==> config.mk <==
export PLATFORM = sky130hd
export DESIGN_NAME = s3_axi_arbiter_flat
export DESIGN_NICKNAME = d
export VERILOG_FILES = /design/src/rtl/s3_axi_arbiter_if.sv /design/src/rtl/s3_axi_arbiter.sv /design/src/flat_wrapper.sv
export SDC_FILE = /design/constraint.sdc
export NUM_CORES = 1
export LEC_CHECK = 0
export BUFFER_PORTS_ARGS = -buffer_cell sky130_fd_sc_hd__buf_2
export CORE_ASPECT_RATIO = 1.25
export CORE_MARGIN = 1.5
export CORE_UTILIZATION = 42
export DETAILED_ROUTE_END_ITERATION = 8
export PLACE_DENSITY = 0.76
export SYNTH_ARGS = -nofsm -noshare
export SYNTH_HDL_FRONTEND = slang
export SYNTH_SLANG_ARGS = --single-unit
==> constraint.sdc <==
create_clock -name s3_axi_aclk -period 1.7 [get_ports s3_axi_aclk]
set_clock_uncertainty 0.15 [all_clocks]
set_input_delay 0.17 -clock s3_axi_aclk [delete_from_list [all_inputs] [get_ports s3_axi_aclk]]
set_output_delay 0.17 -clock s3_axi_aclk [all_outputs]
set_load 0.02 [all_outputs]
==> src/rtl/s3_axi_arbiter_if.sv <==
// AXI-Lite bus between the two-client arbiter (master) and the s3 register wrapper (slave).
interface s3_axi_arbiter_if #(
  parameter int unsigned DATA_WIDTH = 32,
  parameter int unsigned ADDR_WIDTH = 8,
  parameter int unsigned RESP_WIDTH = 3
) ();
  localparam int unsigned STRB_WIDTH = DATA_WIDTH / 8;

  logic [ADDR_WIDTH-1:0] awaddr;
  logic                  awvalid;
  logic                  awready;
  logic [DATA_WIDTH-1:0] wdata;
  logic [STRB_WIDTH-1:0] wstrb;
  logic                  wvalid;
  logic                  wready;
  logic [RESP_WIDTH-1:0] bresp;
  logic                  bvalid;
  logic                  bready;
  logic [ADDR_WIDTH-1:0] araddr;
  logic                  arvalid;
  logic                  arready;
  logic [DATA_WIDTH-1:0] rdata;
  logic [RESP_WIDTH-1:0] rresp;
  logic                  rvalid;
  logic                  rready;

  modport master (
    output awaddr, awvalid, input awready,
    output wdata, wstrb, wvalid, input wready,
    input bresp, bvalid, output bready,
    output araddr, arvalid, input arready,
    input rdata, rresp, rvalid, output rready
  );

  modport slave (
    input awaddr, awvalid, output awready,
    input wdata, wstrb, wvalid, output wready,
    output bresp, bvalid, input bready,
    input araddr, arvalid, output arready,
    output rdata, rresp, rvalid, input rready
  );
endinterface

==> src/rtl/s3_axi_arbiter.sv <==
// Two-client round-robin arbiter sequencing single-beat AXI-Lite reads/writes
// onto the shared s3 slave port, returning data/response with a one-cycle ack.
module s3_axi_arbiter #(
  parameter int unsigned DATA_WIDTH = 32,
  parameter int unsigned ADDR_WIDTH = 8,
  parameter int unsigned RESP_WIDTH = 3
) (
  input  logic                    s3_axi_aclk,
  input  logic                    s3_axi_areset,
  input  logic                    c0_req,
  input  logic                    c0_we,
  input  logic [ADDR_WIDTH-1:0]   c0_addr,
  input  logic [DATA_WIDTH-1:0]   c0_wdata,
  input  logic [DATA_WIDTH/8-1:0] c0_wstrb,
  output logic                    c0_ack,
  output logic [DATA_WIDTH-1:0]   c0_rdata,
  output logic [RESP_WIDTH-1:0]   c0_resp,
  input  logic                    c1_req,
  input  logic                    c1_we,
  input  logic [ADDR_WIDTH-1:0]   c1_addr,
  input  logic [DATA_WIDTH-1:0]   c1_wdata,
  input  logic [DATA_WIDTH/8-1:0] c1_wstrb,
  output logic                    c1_ack,
  output logic [DATA_WIDTH-1:0]   c1_rdata,
  output logic [RESP_WIDTH-1:0]   c1_resp,
  s3_axi_arbiter_if.master        m3_axi
);
  localparam int unsigned STRB_WIDTH = DATA_WIDTH / 8;

  typedef enum logic [2:0] {IDLE, WRITE, WRESP, READ, RDATA, DONE} state_t;

  state_t state;
  logic   grant;       // client owning the current transaction
  logic   last_grant;  // client granted most recently

  logic                  pick_c;
  logic                  sel_we_c;
  logic [ADDR_WIDTH-1:0] sel_addr_c;
  logic [DATA_WIDTH-1:0] sel_wdata_c;
  logic [STRB_WIDTH-1:0] sel_wstrb_c;
  logic                  aw_done_c;
  logic                  w_done_c;
  logic                  rsp_done_c;
  logic [DATA_WIDTH-1:0] rsp_data_c;
  logic [RESP_WIDTH-1:0] rsp_resp_c;

  // Round-robin pick: on a tie the client not granted last wins.
  always_comb begin
    pick_c = c1_req;
    if (c0_req && c1_req) pick_c = ~last_grant;
    sel_we_c    = pick_c ? c1_we    : c0_we;
    sel_addr_c  = pick_c ? c1_addr  : c0_addr;
    sel_wdata_c = pick_c ? c1_wdata : c0_wdata;
    sel_wstrb_c = pick_c ? c1_wstrb : c0_wstrb;
  end

  // Channel completion and response selection for the current state.
  always_comb begin
    aw_done_c  = !m3_axi.awvalid || m3_axi.awready;
    w_done_c   = !m3_axi.wvalid  || m3_axi.wready;
    rsp_done_c = 1'b0;
    rsp_data_c = '0;
    rsp_resp_c = '0;
    if (state == WRESP) begin
      rsp_done_c = m3_axi.bvalid;
      rsp_resp_c = m3_axi.bresp;
    end else if (state == RDATA) begin
      rsp_done_c = m3_axi.rvalid;
      rsp_data_c = m3_axi.rdata;
      rsp_resp_c = m3_axi.rresp;
    end
  end

  always_ff @(posedge s3_axi_aclk) begin
    if (s3_axi_areset) begin
      state          <= IDLE;
      grant          <= 1'b0;
      last_grant     <= 1'b1;
      m3_axi.awaddr  <= '0;
      m3_axi.awvalid <= 1'b0;
      m3_axi.wdata   <= '0;
      m3_axi.wstrb   <= '0;
      m3_axi.wvalid  <= 1'b0;
      m3_axi.bready  <= 1'b0;
      m3_axi.araddr  <= '0;
      m3_axi.arvalid <= 1'b0;
      m3_axi.rready  <= 1'b0;
      c0_ack         <= 1'b0;
      c0_rdata       <= '0;
      c0_resp        <= '0;
      c1_ack         <= 1'b0;
      c1_rdata       <= '0;
      c1_resp        <= '0;
    end else begin
      c0_ack <= 1'b0;
      c1_ack <= 1'b0;
      case (state)
        IDLE: begin
          if (c0_req || c1_req) begin
            grant      <= pick_c;
            last_grant <= pick_c;
            if (sel_we_c) begin
              m3_axi.awaddr  <= sel_addr_c;
              m3_axi.wdata   <= sel_wdata_c;
              m3_axi.wstrb   <= sel_wstrb_c;
              m3_axi.awvalid <= 1'b1;
              m3_axi.wvalid  <= 1'b1;
              state          <= WRITE;
            end else begin
              m3_axi.araddr  <= sel_addr_c;
              m3_axi.arvalid <= 1'b1;
              state          <= READ;
            end
          end
        end
        WRITE: begin
          // AW and W retire independently; move on once both are accepted.
          if (m3_axi.awready) m3_axi.awvalid <= 1'b0;
          if (m3_axi.wready)  m3_axi.wvalid  <= 1'b0;
          if (aw_done_c && w_done_c) begin
            m3_axi.bready <= 1'b1;
            state         <= WRESP;
          end
        end
        WRESP: begin
          if (m3_axi.bvalid) begin
            m3_axi.bready <= 1'b0;
            state         <= DONE;
          end
        end
        READ: begin
          if (m3_axi.arready) begin
            m3_axi.arvalid <= 1'b0;
            m3_axi.rready  <= 1'b1;
            state          <= RDATA;
          end
        end
        RDATA: begin
          if (m3_axi.rvalid) begin
            m3_axi.rready <= 1'b0;
            state         <= DONE;
          end
        end
        DONE:    state <= IDLE;
        default: state <= IDLE;
      endcase

      // Response lands on the granted client together with its ack pulse.
      if (rsp_done_c) begin
        if (grant) begin
          c1_ack   <= 1'b1;
          c1_rdata <= rsp_data_c;
          c1_resp  <= rsp_resp_c;
        end else begin
          c0_ack   <= 1'b1;
          c0_rdata <= rsp_data_c;
          c0_resp  <= rsp_resp_c;
        end
      end
    end
  end
endmodule

==> src/flat_wrapper.sv <==
// flat-port wrapper written by rule: the top's interface ports become plain ports
module s3_axi_arbiter_flat 
#(
  parameter int unsigned DATA_WIDTH = 32,
  parameter int unsigned ADDR_WIDTH = 8,
  parameter int unsigned RESP_WIDTH = 3
)
  (s3_axi_aclk, s3_axi_areset, c0_req, c0_we, c0_addr, c0_wdata, c0_wstrb, c0_ack, c0_rdata, c0_resp, c1_req, c1_we, c1_addr, c1_wdata, c1_wstrb, c1_ack, c1_rdata, c1_resp, m3_axi_awaddr, m3_axi_awvalid, m3_axi_awready, m3_axi_wdata, m3_axi_wstrb, m3_axi_wvalid, m3_axi_wready, m3_axi_bresp, m3_axi_bvalid, m3_axi_bready, m3_axi_araddr, m3_axi_arvalid, m3_axi_arready, m3_axi_rdata, m3_axi_rresp, m3_axi_rvalid, m3_axi_rready);
  s3_axi_arbiter_if #(.DATA_WIDTH(DATA_WIDTH), .ADDR_WIDTH(ADDR_WIDTH), .RESP_WIDTH(RESP_WIDTH)) m3_axi_i ();
  input  logic s3_axi_aclk;
  input  logic s3_axi_areset;
  input  logic c0_req;
  input  logic c0_we;
  input  logic [ADDR_WIDTH-1:0] c0_addr;
  input  logic [DATA_WIDTH-1:0] c0_wdata;
  input  logic [DATA_WIDTH/8-1:0] c0_wstrb;
  output logic c0_ack;
  output logic [DATA_WIDTH-1:0] c0_rdata;
  output logic [RESP_WIDTH-1:0] c0_resp;
  input  logic c1_req;
  input  logic c1_we;
  input  logic [ADDR_WIDTH-1:0] c1_addr;
  input  logic [DATA_WIDTH-1:0] c1_wdata;
  input  logic [DATA_WIDTH/8-1:0] c1_wstrb;
  output logic c1_ack;
  output logic [DATA_WIDTH-1:0] c1_rdata;
  output logic [RESP_WIDTH-1:0] c1_resp;
  output wire logic [$bits(m3_axi_i.awaddr)-1:0] m3_axi_awaddr;
  output wire logic [$bits(m3_axi_i.awvalid)-1:0] m3_axi_awvalid;
  input wire logic [$bits(m3_axi_i.awready)-1:0] m3_axi_awready;
  output wire logic [$bits(m3_axi_i.wdata)-1:0] m3_axi_wdata;
  output wire logic [$bits(m3_axi_i.wstrb)-1:0] m3_axi_wstrb;
  output wire logic [$bits(m3_axi_i.wvalid)-1:0] m3_axi_wvalid;
  input wire logic [$bits(m3_axi_i.wready)-1:0] m3_axi_wready;
  input wire logic [$bits(m3_axi_i.bresp)-1:0] m3_axi_bresp;
  input wire logic [$bits(m3_axi_i.bvalid)-1:0] m3_axi_bvalid;
  output wire logic [$bits(m3_axi_i.bready)-1:0] m3_axi_bready;
  output wire logic [$bits(m3_axi_i.araddr)-1:0] m3_axi_araddr;
  output wire logic [$bits(m3_axi_i.arvalid)-1:0] m3_axi_arvalid;
  input wire logic [$bits(m3_axi_i.arready)-1:0] m3_axi_arready;
  input wire logic [$bits(m3_axi_i.rdata)-1:0] m3_axi_rdata;
  input wire logic [$bits(m3_axi_i.rresp)-1:0] m3_axi_rresp;
  input wire logic [$bits(m3_axi_i.rvalid)-1:0] m3_axi_rvalid;
  output wire logic [$bits(m3_axi_i.rready)-1:0] m3_axi_rready;
  assign m3_axi_awaddr = m3_axi_i.awaddr;
  assign m3_axi_awvalid = m3_axi_i.awvalid;
  assign m3_axi_i.awready = m3_axi_awready;
  assign m3_axi_wdata = m3_axi_i.wdata;
  assign m3_axi_wstrb = m3_axi_i.wstrb;
  assign m3_axi_wvalid = m3_axi_i.wvalid;
  assign m3_axi_i.wready = m3_axi_wready;
  assign m3_axi_i.bresp = m3_axi_bresp;
  assign m3_axi_i.bvalid = m3_axi_bvalid;
  assign m3_axi_bready = m3_axi_i.bready;
  assign m3_axi_araddr = m3_axi_i.araddr;
  assign m3_axi_arvalid = m3_axi_i.arvalid;
  assign m3_axi_i.arready = m3_axi_arready;
  assign m3_axi_i.rdata = m3_axi_rdata;
  assign m3_axi_i.rresp = m3_axi_rresp;
  assign m3_axi_i.rvalid = m3_axi_rvalid;
  assign m3_axi_rready = m3_axi_i.rready;
  s3_axi_arbiter #(.DATA_WIDTH(DATA_WIDTH), .ADDR_WIDTH(ADDR_WIDTH), .RESP_WIDTH(RESP_WIDTH)) u_core (.s3_axi_aclk(s3_axi_aclk), .s3_axi_areset(s3_axi_areset), .c0_req(c0_req), .c0_we(c0_we), .c0_addr(c0_addr), .c0_wdata(c0_wdata), .c0_wstrb(c0_wstrb), .c0_ack(c0_ack), .c0_rdata(c0_rdata), .c0_resp(c0_resp), .c1_req(c1_req), .c1_we(c1_we), .c1_addr(c1_addr), .c1_wdata(c1_wdata), .c1_wstrb(c1_wstrb), .c1_ack(c1_ack), .c1_rdata(c1_rdata), .c1_resp(c1_resp), .m3_axi(m3_axi_i));
endmodule
; ---- Yosys cells after proc, flatten, opt, wreduce, memory -nomap -nowiden
; Cells that the tools add are included.
; W data, S select, Z words.
[totals]
output_inout_bits = 129
input_bits = 137
elab_cells = 95
register_bits = 134
[classes]
eq_ne = 13
mux = 36
bitwise_logic = 4
reduce_logical = 24
[ops]
columns = cell, count
row1 = $mux W32, 3
row2 = $mux W3, 7
row3 = $mux W1, 17
row4 = $pmux W3 S5, 1
row5 = $ne A2 B2 Y1 const B, 6
row6 = $reduce_and A3 Y1, 4
row7 = $reduce_and A4 Y1, 3
row8 = $pmux W1 S2, 5
row9 = $mux W8, 1
row10 = $reduce_bool A2 Y1, 4
row11 = $eq A3 B2 Y1 const B, 2
row12 = $ne A2 B1 Y1 const B, 3
row13 = $reduce_and A2 Y1, 3
row14 = $reduce_and A5 Y1, 1
row15 = $mux W4, 1
row16 = $not A1 Y1, 4
row17 = $eq A3 B1 Y1 const B, 1
row18 = $eq A3 B3 Y1 const B, 1
row19 = $logic_not A3 Y1, 1
row20 = $logic_or A1 B1 Y1, 3
row21 = $logic_and A1 B1 Y1, 2
row22 = $logic_not A1 Y1, 2
row23 = $mux W2, 1
row24 = $reduce_or A2 Y1, 1

; ---- Depth between registers and ports, before layout
[logic_depth]
depth_word = 6
depth_mapped = 7
mapped_depth_nobuf = 4

; ---- Least setup slack after synthesis
; OpenSTA, ideal clock, no wires.
[synth_timing]
kind = register -> register
startpoint = reg u_core.state[2]
endpoint = reg u_core.c0_resp[1]
arrival_ps = 1424
synth_period_minus_slack_ps = 1695
path_buffers = 2
required_ps = 1429
path_stages_with_launch = 6
path_slack_ps = 5
setup_time_ps = 121
cell_sequence = dfxtp_1 > buf_2 > and3b_1 > o211ai_2 > buf_4 > mux2_2
[synth_between]
elab_chain_len = 4
word_cells_on_any_way = 7
classes_between = eq/ne: 2 / mux: 4 / reduce/logical: 1
[synth_lines]
columns = item, line
row1 = start: declaration, s3_axi_arbiter.sv:32  ; state_t state;
row2 = start signal: assignment, s3_axi_arbiter.sv:76  ; state <= IDLE;
row3 = start signal: assignment, s3_axi_arbiter.sv:108  ; state <= WRITE;
row4 = start signal: assignment, s3_axi_arbiter.sv:112  ; state <= READ;
row5 = $eq A3 B3 Y1, s3_axi_arbiter.sv:67  ; end else if (state == RDATA) begin
row6 = $mux W1, s3_axi_arbiter.sv:67
row7 = $mux W1, s3_axi_arbiter.sv:64  ; if (state == WRESP) begin
row8 = $reduce_and A2 Y1 (no source line), -
row9 = end signal: assignment, s3_axi_arbiter.sv:157  ; c0_resp <= rsp_resp_c;
row10 = end: declaration, s3_axi_arbiter.sv:17  ; output logic [RESP_WIDTH-1:0] c0_resp,
; Several ways; a longest one is shown, not always the timed one.
; A chain may end at the register's enable or synchronous reset.

; ---- Final worst setup path
[layout_timing]
startpoint = reg u_core.state[2]
endpoint = reg u_core.c1_rdata[27]
[layout_between]
elab_chain_len = 4
word_cells_on_any_way = 7
classes_between = eq/ne: 2 / mux: 4 / reduce/logical: 1
[layout_lines]
columns = item, line
row1 = $eq A3 B3 Y1, s3_axi_arbiter.sv:67
row2 = $mux W1, s3_axi_arbiter.sv:67
row3 = $mux W1, s3_axi_arbiter.sv:64
row4 = $reduce_and A2 Y1 (no source line), -
row5 = end signal: assignment, s3_axi_arbiter.sv:152  ; c1_rdata <= rsp_data_c;
row6 = end: declaration, s3_axi_arbiter.sv:24  ; output logic [DATA_WIDTH-1:0] c1_rdata,
; Several ways; a longest one is shown, not always the timed one.

==> impl_metrics.csv <==
group,metric,value,unit
run_status,run_status,"finished, violations left",
run_status,failed_checks,"hold timing, setup timing",
worst_setup_path,worst_setup_path_start_kind,"flip-flop",
grt,grt_first_pass_wirelength,29400,µm
route,routed_antenna_nets,0,
grt,track_usage,0.259,
cells_and_area,post_route_cells_drive_above_1_share,0.469,
place,gpl.final_weighted_congestion,0.813,
worst_setup_path,cp_max_fo,6,
sta,final_max_slew_viol_count,0,
clock_tree,cts_max_level,4,
cells_and_area,syn_to_final_growth,63.5,%
grt,pin_count_of_the_biggest_net_entering_global_routing,47,
route,avgViaCountPerCell,5.51,
sta,max-slew-margin-rel,0.629,
clock_tree,clock_tree_from_tritoncts,"built",
sta,tightestPinTransition,557,ps
synthesis,mappedNetlistNets,778,
power_and_ir_drop,p_per_area,1370,nW/µm²
route,route.detailed.wl_per_inst,19.0,µm
power_and_ir_drop,sw_frac_of_total,0.360,
power_and_ir_drop,power_frac_comb,0.407,
sta,rsz0062_at_grt,"true",
min_path,timing.hold.worst.class,"in -> reg",
power_and_ir_drop,p_leak,4.31,nW
cells_and_area,nNetsFinal,1119,
floorplan,io_pins,266,
clock_tree,clk_root_buffer_cell,"sky130_fd_sc_hd__clkbuf_16",
synthesis,post_synth_inst_count,641,
sta,min_period_over_period,1.03,
route,drt_first_pass_iters,4,
synthesis,postSynthRegisterBits,134,
sta,post-route-min-period,1750,ps
worst_setup_path,cp.required,1900,ps
clock_tree,tritoncts_sinks,134,
grt,globalRouteOverflowTotal,0,
place,place_hpwl,12600,µm
sta,max_clock_freq,0.570,GHz
power_and_ir_drop,power_frac_clock,0.283,
route,post-route-drc-count,0,
synthesis,synthArstFlopShare,0,
floorplan,row_count,47,
synthesis,synthDistinctLibCells,44,
power_and_ir_drop,internal_power,8.30,mW
clock_tree,cts_buffers,17,
worst_setup_path,timing.reg2reg.worst_path_depth,7,
synthesis,sequential_fraction_of_the_synthesis_area,0.461,
clock_tree,worst_setup_hold_path_clk_slew,60,ps
clock_tree,cts-root-to-sink-buffers,2,
cells_and_area,n_fill_cell,978,
min_path,worstHoldPathCells,4,
clock_tree,worst_skew_pair.late_latency,420,ps
worst_setup_path,reg2reg_capture_point,"u_core.c1_rdata[27]",
power_and_ir_drop,ir_worst_vdd,0.669,mV
grt,initial_antenna_violation_count,0,
grt,grt_pass1_vias,5879,
worst_setup_path,reg2reg_slack,-50,ps
floorplan,chipWidth,108,µm
cells_and_area,insertedDiodeCount,0,
sta,hold_viol_final,3,
floorplan,core_area,13400,µm²
floorplan,die_height,135,µm
min_path,worstHoldStart,"c0_wdata[23]",
route,detailroute.via_count,6427,
sta,setup-violations-final,41,
worst_setup_path,worst-setup-path-type,"reg -> reg",
run,drv.max_cap_violation_count,0,
worst_setup_path,reg_to_reg_startpoint,"u_core.state[2]",
place,place_area,7440,µm²
min_path,holdPathEnd,"u_core.m3_axi.wdata[23]",
synthesis,dominantRegCellSynth,"sky130_fd_sc_hd__dfxtp_1",
place,buffer_ports.inserted,265,
floorplan,initial_core_util,0.434,
synthesis,synthesis.area,5810,µm²
power_and_ir_drop,power.net_switching,4.68,mW
worst_setup_path,end_kind,"flip-flop",
floorplan,dieArea,14600,µm²
sta,layout_setup_ws,-53.5,ps
worst_setup_path,worstPathArrival,1950,ps
route,detail_route.wirelength,22200,µm
synthesis,synth_area_per_cell,9.07,µm²
synthesis,total_number_of_yosys_warnings,0,
power_and_ir_drop,power_frac_seq,0.310,
route,first_drt_iteration_drcs,331,
cells_and_area,final_cell_area,9500,µm²
sta,fin_hold_ws,-29.1,ps
synthesis,synth_edf_count,0,
## worst max-delay path, cell delays in order, from the launching register on
cell                       delay, ps
sky130_fd_sc_hd__dfxtp_4         350
sky130_fd_sc_hd__buf_6           110
sky130_fd_sc_hd__and3b_2         230
sky130_fd_sc_hd__o211ai_4        290
sky130_fd_sc_hd__buf_6           190
sky130_fd_sc_hd__buf_12          140
sky130_fd_sc_hd__nand3b_1        110
sky130_fd_sc_hd__o21ai_1         110
## power by group through the flow
stage | clock network [mW] | registers, mW | logic, mW
after global placement | 0 | 4.01 | 3.74
final | 3.68 | 4.02 | 5.28
after global routing | 3.84 | 4.08 | 5.58
after CTS | 3.68 | 3.98 | 4.19
after floorplan | 0 | 4.53 | 1.94
after detailed placement | 0 | 4.03 | 3.77
## metal layers
metal | vias up | GRT usage | part of all wire | routed length, µm
li1 | 3009 | - | - | -
met1 | 3010 | 0.292 | 0.37 | 8280
met2 | 353 | 0.448 | 0.50 | 11100
met3 | 55 | 0.0830 | 0.092 | 2040
met4 | 0 | 0.110 | 0.032 | 719
met5 | - | 0 | 0 | 0
## state kept, by name, indices dropped and copies added (netlist names)
name and cells:
u_core.m3_axi.wdata 32, u_core.m3_axi.wvalid 1, u_core.c1_resp 3, u_core.m3_axi.awaddr 8
u_core.m3_axi.arvalid 1, u_core.c0_resp 3, u_core.m3_axi.araddr 8, u_core.c1_ack 1
u_core.m3_axi.awvalid 1, u_core.c1_rdata 32, u_core.c0_rdata 32, u_core.last_grant 1
u_core.c0_ack 1, u_core.m3_axi.wstrb 4, u_core.grant 1, u_core.m3_axi.bready 1
u_core.state 3, u_core.m3_axi.rready 1
## layout make-up
class | count | area, µm² | share of cell area
clock inverters | 11 | 125 | 0.0132
multi-input cells | 411 | 3130 | 0.329
clock buffers | 21 | 460 | 0.0485
repair buffers | 387 | 2770 | 0.292
well taps | 171 | 214 | 0.0225
flip-flops and latches | 134 | 2690 | 0.283
inverters | 31 | 116 | 0.0122
## metrics by stage
step / util / worst slack, ps / total power [mW] / instances / setup TNS, ps
2_1_floorplan: - / 5.18 / 6.46 / 641 / 0
3_3_place_gp: 0.555 / -139 / 7.75 / 1048 / -4390
3_5_place_dp: 0.555 / -157 / 7.80 / 1048 / -5170
4_1_cts: 0.653 / -28.9 / 11.9 / 1143 / -212
5_1_grt: 0.709 / -121 / 13.5 / 1166 / -4550
6_report: 0.709 / -53.5 / 13.0 / 1166 / -882
## cell usage after synthesis (3+ instances only)
| cell | n | area [µm²] |
|---|---|---|
| sky130_fd_sc_hd__dfxtp_1 | 134 | 2680 |
| sky130_fd_sc_hd__o21ai_0 | 65 | 325 |
| sky130_fd_sc_hd__nand3b_1 | 45 | 338 |
| sky130_fd_sc_hd__nand2_1 | 43 | 161 |
| sky130_fd_sc_hd__nand3_1 | 43 | 215 |
| sky130_fd_sc_hd__clkbuf_1 | 35 | 131 |
| sky130_fd_sc_hd__a21oi_1 | 34 | 170 |
| sky130_fd_sc_hd__inv_1 | 30 | 113 |
| sky130_fd_sc_hd__a31oi_1 | 28 | 175 |
| sky130_fd_sc_hd__nor3b_1 | 28 | 210 |
| sky130_fd_sc_hd__o221a_2 | 26 | 293 |
| sky130_fd_sc_hd__buf_2 | 17 | 85.1 |
| sky130_fd_sc_hd__a211oi_1 | 16 | 120 |
| sky130_fd_sc_hd__buf_4 | 10 | 75.1 |
| sky130_fd_sc_hd__mux2i_1 | 10 | 100 |
| sky130_fd_sc_hd__nor2b_1 | 10 | 62.6 |
| sky130_fd_sc_hd__a21oi_2 | 9 | 78.8 |
| sky130_fd_sc_hd__nor3_2 | 9 | 90.1 |
| sky130_fd_sc_hd__nor2_1 | 7 | 26.3 |
| sky130_fd_sc_hd__mux2_2 | 5 | 56.3 |
| sky130_fd_sc_hd__nor3_1 | 4 | 20.0 |
| sky130_fd_sc_hd__buf_1 | 3 | 11.3 |
| sky130_fd_sc_hd__o21ai_1 | 3 | 15.0 |
## what timing repair did
action                                 in CTS  in global routing
cloned                                      3                 12
endpoints found under the hold margin      79                  0
buffers inserted                           12                 12
hold buffers                               48                  0
resized for setup                          21                 92
setup endpoints to repair                 104                111
pin swaps                                   6                 17
## layout by cell type (no fill, tap or decap), types with 3 or more instances in the layout
master,n
sky130_fd_sc_hd__mux2i_1,9
sky130_fd_sc_hd__nand2_1,43
sky130_fd_sc_hd__o221a_4,26
sky130_fd_sc_hd__nor2_1,7
sky130_fd_sc_hd__o21ai_2,4
sky130_fd_sc_hd__buf_2,265
sky130_fd_sc_hd__a21oi_1,30
sky130_fd_sc_hd__nand3b_1,45
sky130_fd_sc_hd__inv_1,30
sky130_fd_sc_hd__nand3_2,9
sky130_fd_sc_hd__a21oi_2,13
sky130_fd_sc_hd__nor2b_1,10
sky130_fd_sc_hd__o21ai_1,24
sky130_fd_sc_hd__a31oi_1,28
sky130_fd_sc_hd__a211oi_1,8
sky130_fd_sc_hd__clkbuf_16,26
sky130_fd_sc_hd__mux2_2,3
sky130_fd_sc_hd__clkinvlp_4,5
sky130_fd_sc_hd__nor3b_1,28
sky130_fd_sc_hd__buf_12,12
sky130_fd_sc_hd__o21ai_0,39
sky130_fd_sc_hd__nor2_4,3
sky130_fd_sc_hd__nor3_2,9
sky130_fd_sc_hd__nor3_1,4
sky130_fd_sc_hd__nand3_1,33
sky130_fd_sc_hd__mux2_4,3
sky130_fd_sc_hd__a211oi_2,8
sky130_fd_sc_hd__dlygate4sd3_1,48
sky130_fd_sc_hd__buf_6,14
sky130_fd_sc_hd__buf_4,36
sky130_fd_sc_hd__dfxtp_1,131
## cell families (layout without fill, tap and decap cells)
family | after synthesis | in the layout | synth area share
AO/OA/AOI/OAI | 195 | 195 | 0.226
buffers and inverters | 97 | 450 | 0.0747
flip-flops | 134 | 134 | 0.461
multiplexers | 16 | 16 | 0.0295
AND/OR/NAND/NOR | 199 | 200 | 0.208
## worst max-delay path by stage
stage / end / depth (start not counted) / startpoint / slack, ps
5_1_grt: u_core.c1_rdata[25] / 7 / u_core.state[2] / -120
3_5_place_dp: u_core.m3_axi.wdata[19] / 4 / u_core.state[2] / -160
6_report: u_core.c1_rdata[27] / 7 / u_core.state[2] / -50
4_1_cts: u_core.c0_rdata[20] / 7 / u_core.state[2] / -30
2_1_floorplan: u_core.c0_resp[1] / 5 / u_core.state[2] / 5
3_3_place_gp: u_core.m3_axi.wdata[17] / 4 / u_core.state[2] / -140
No activity file was read; power rests on OpenSTA's default activity.
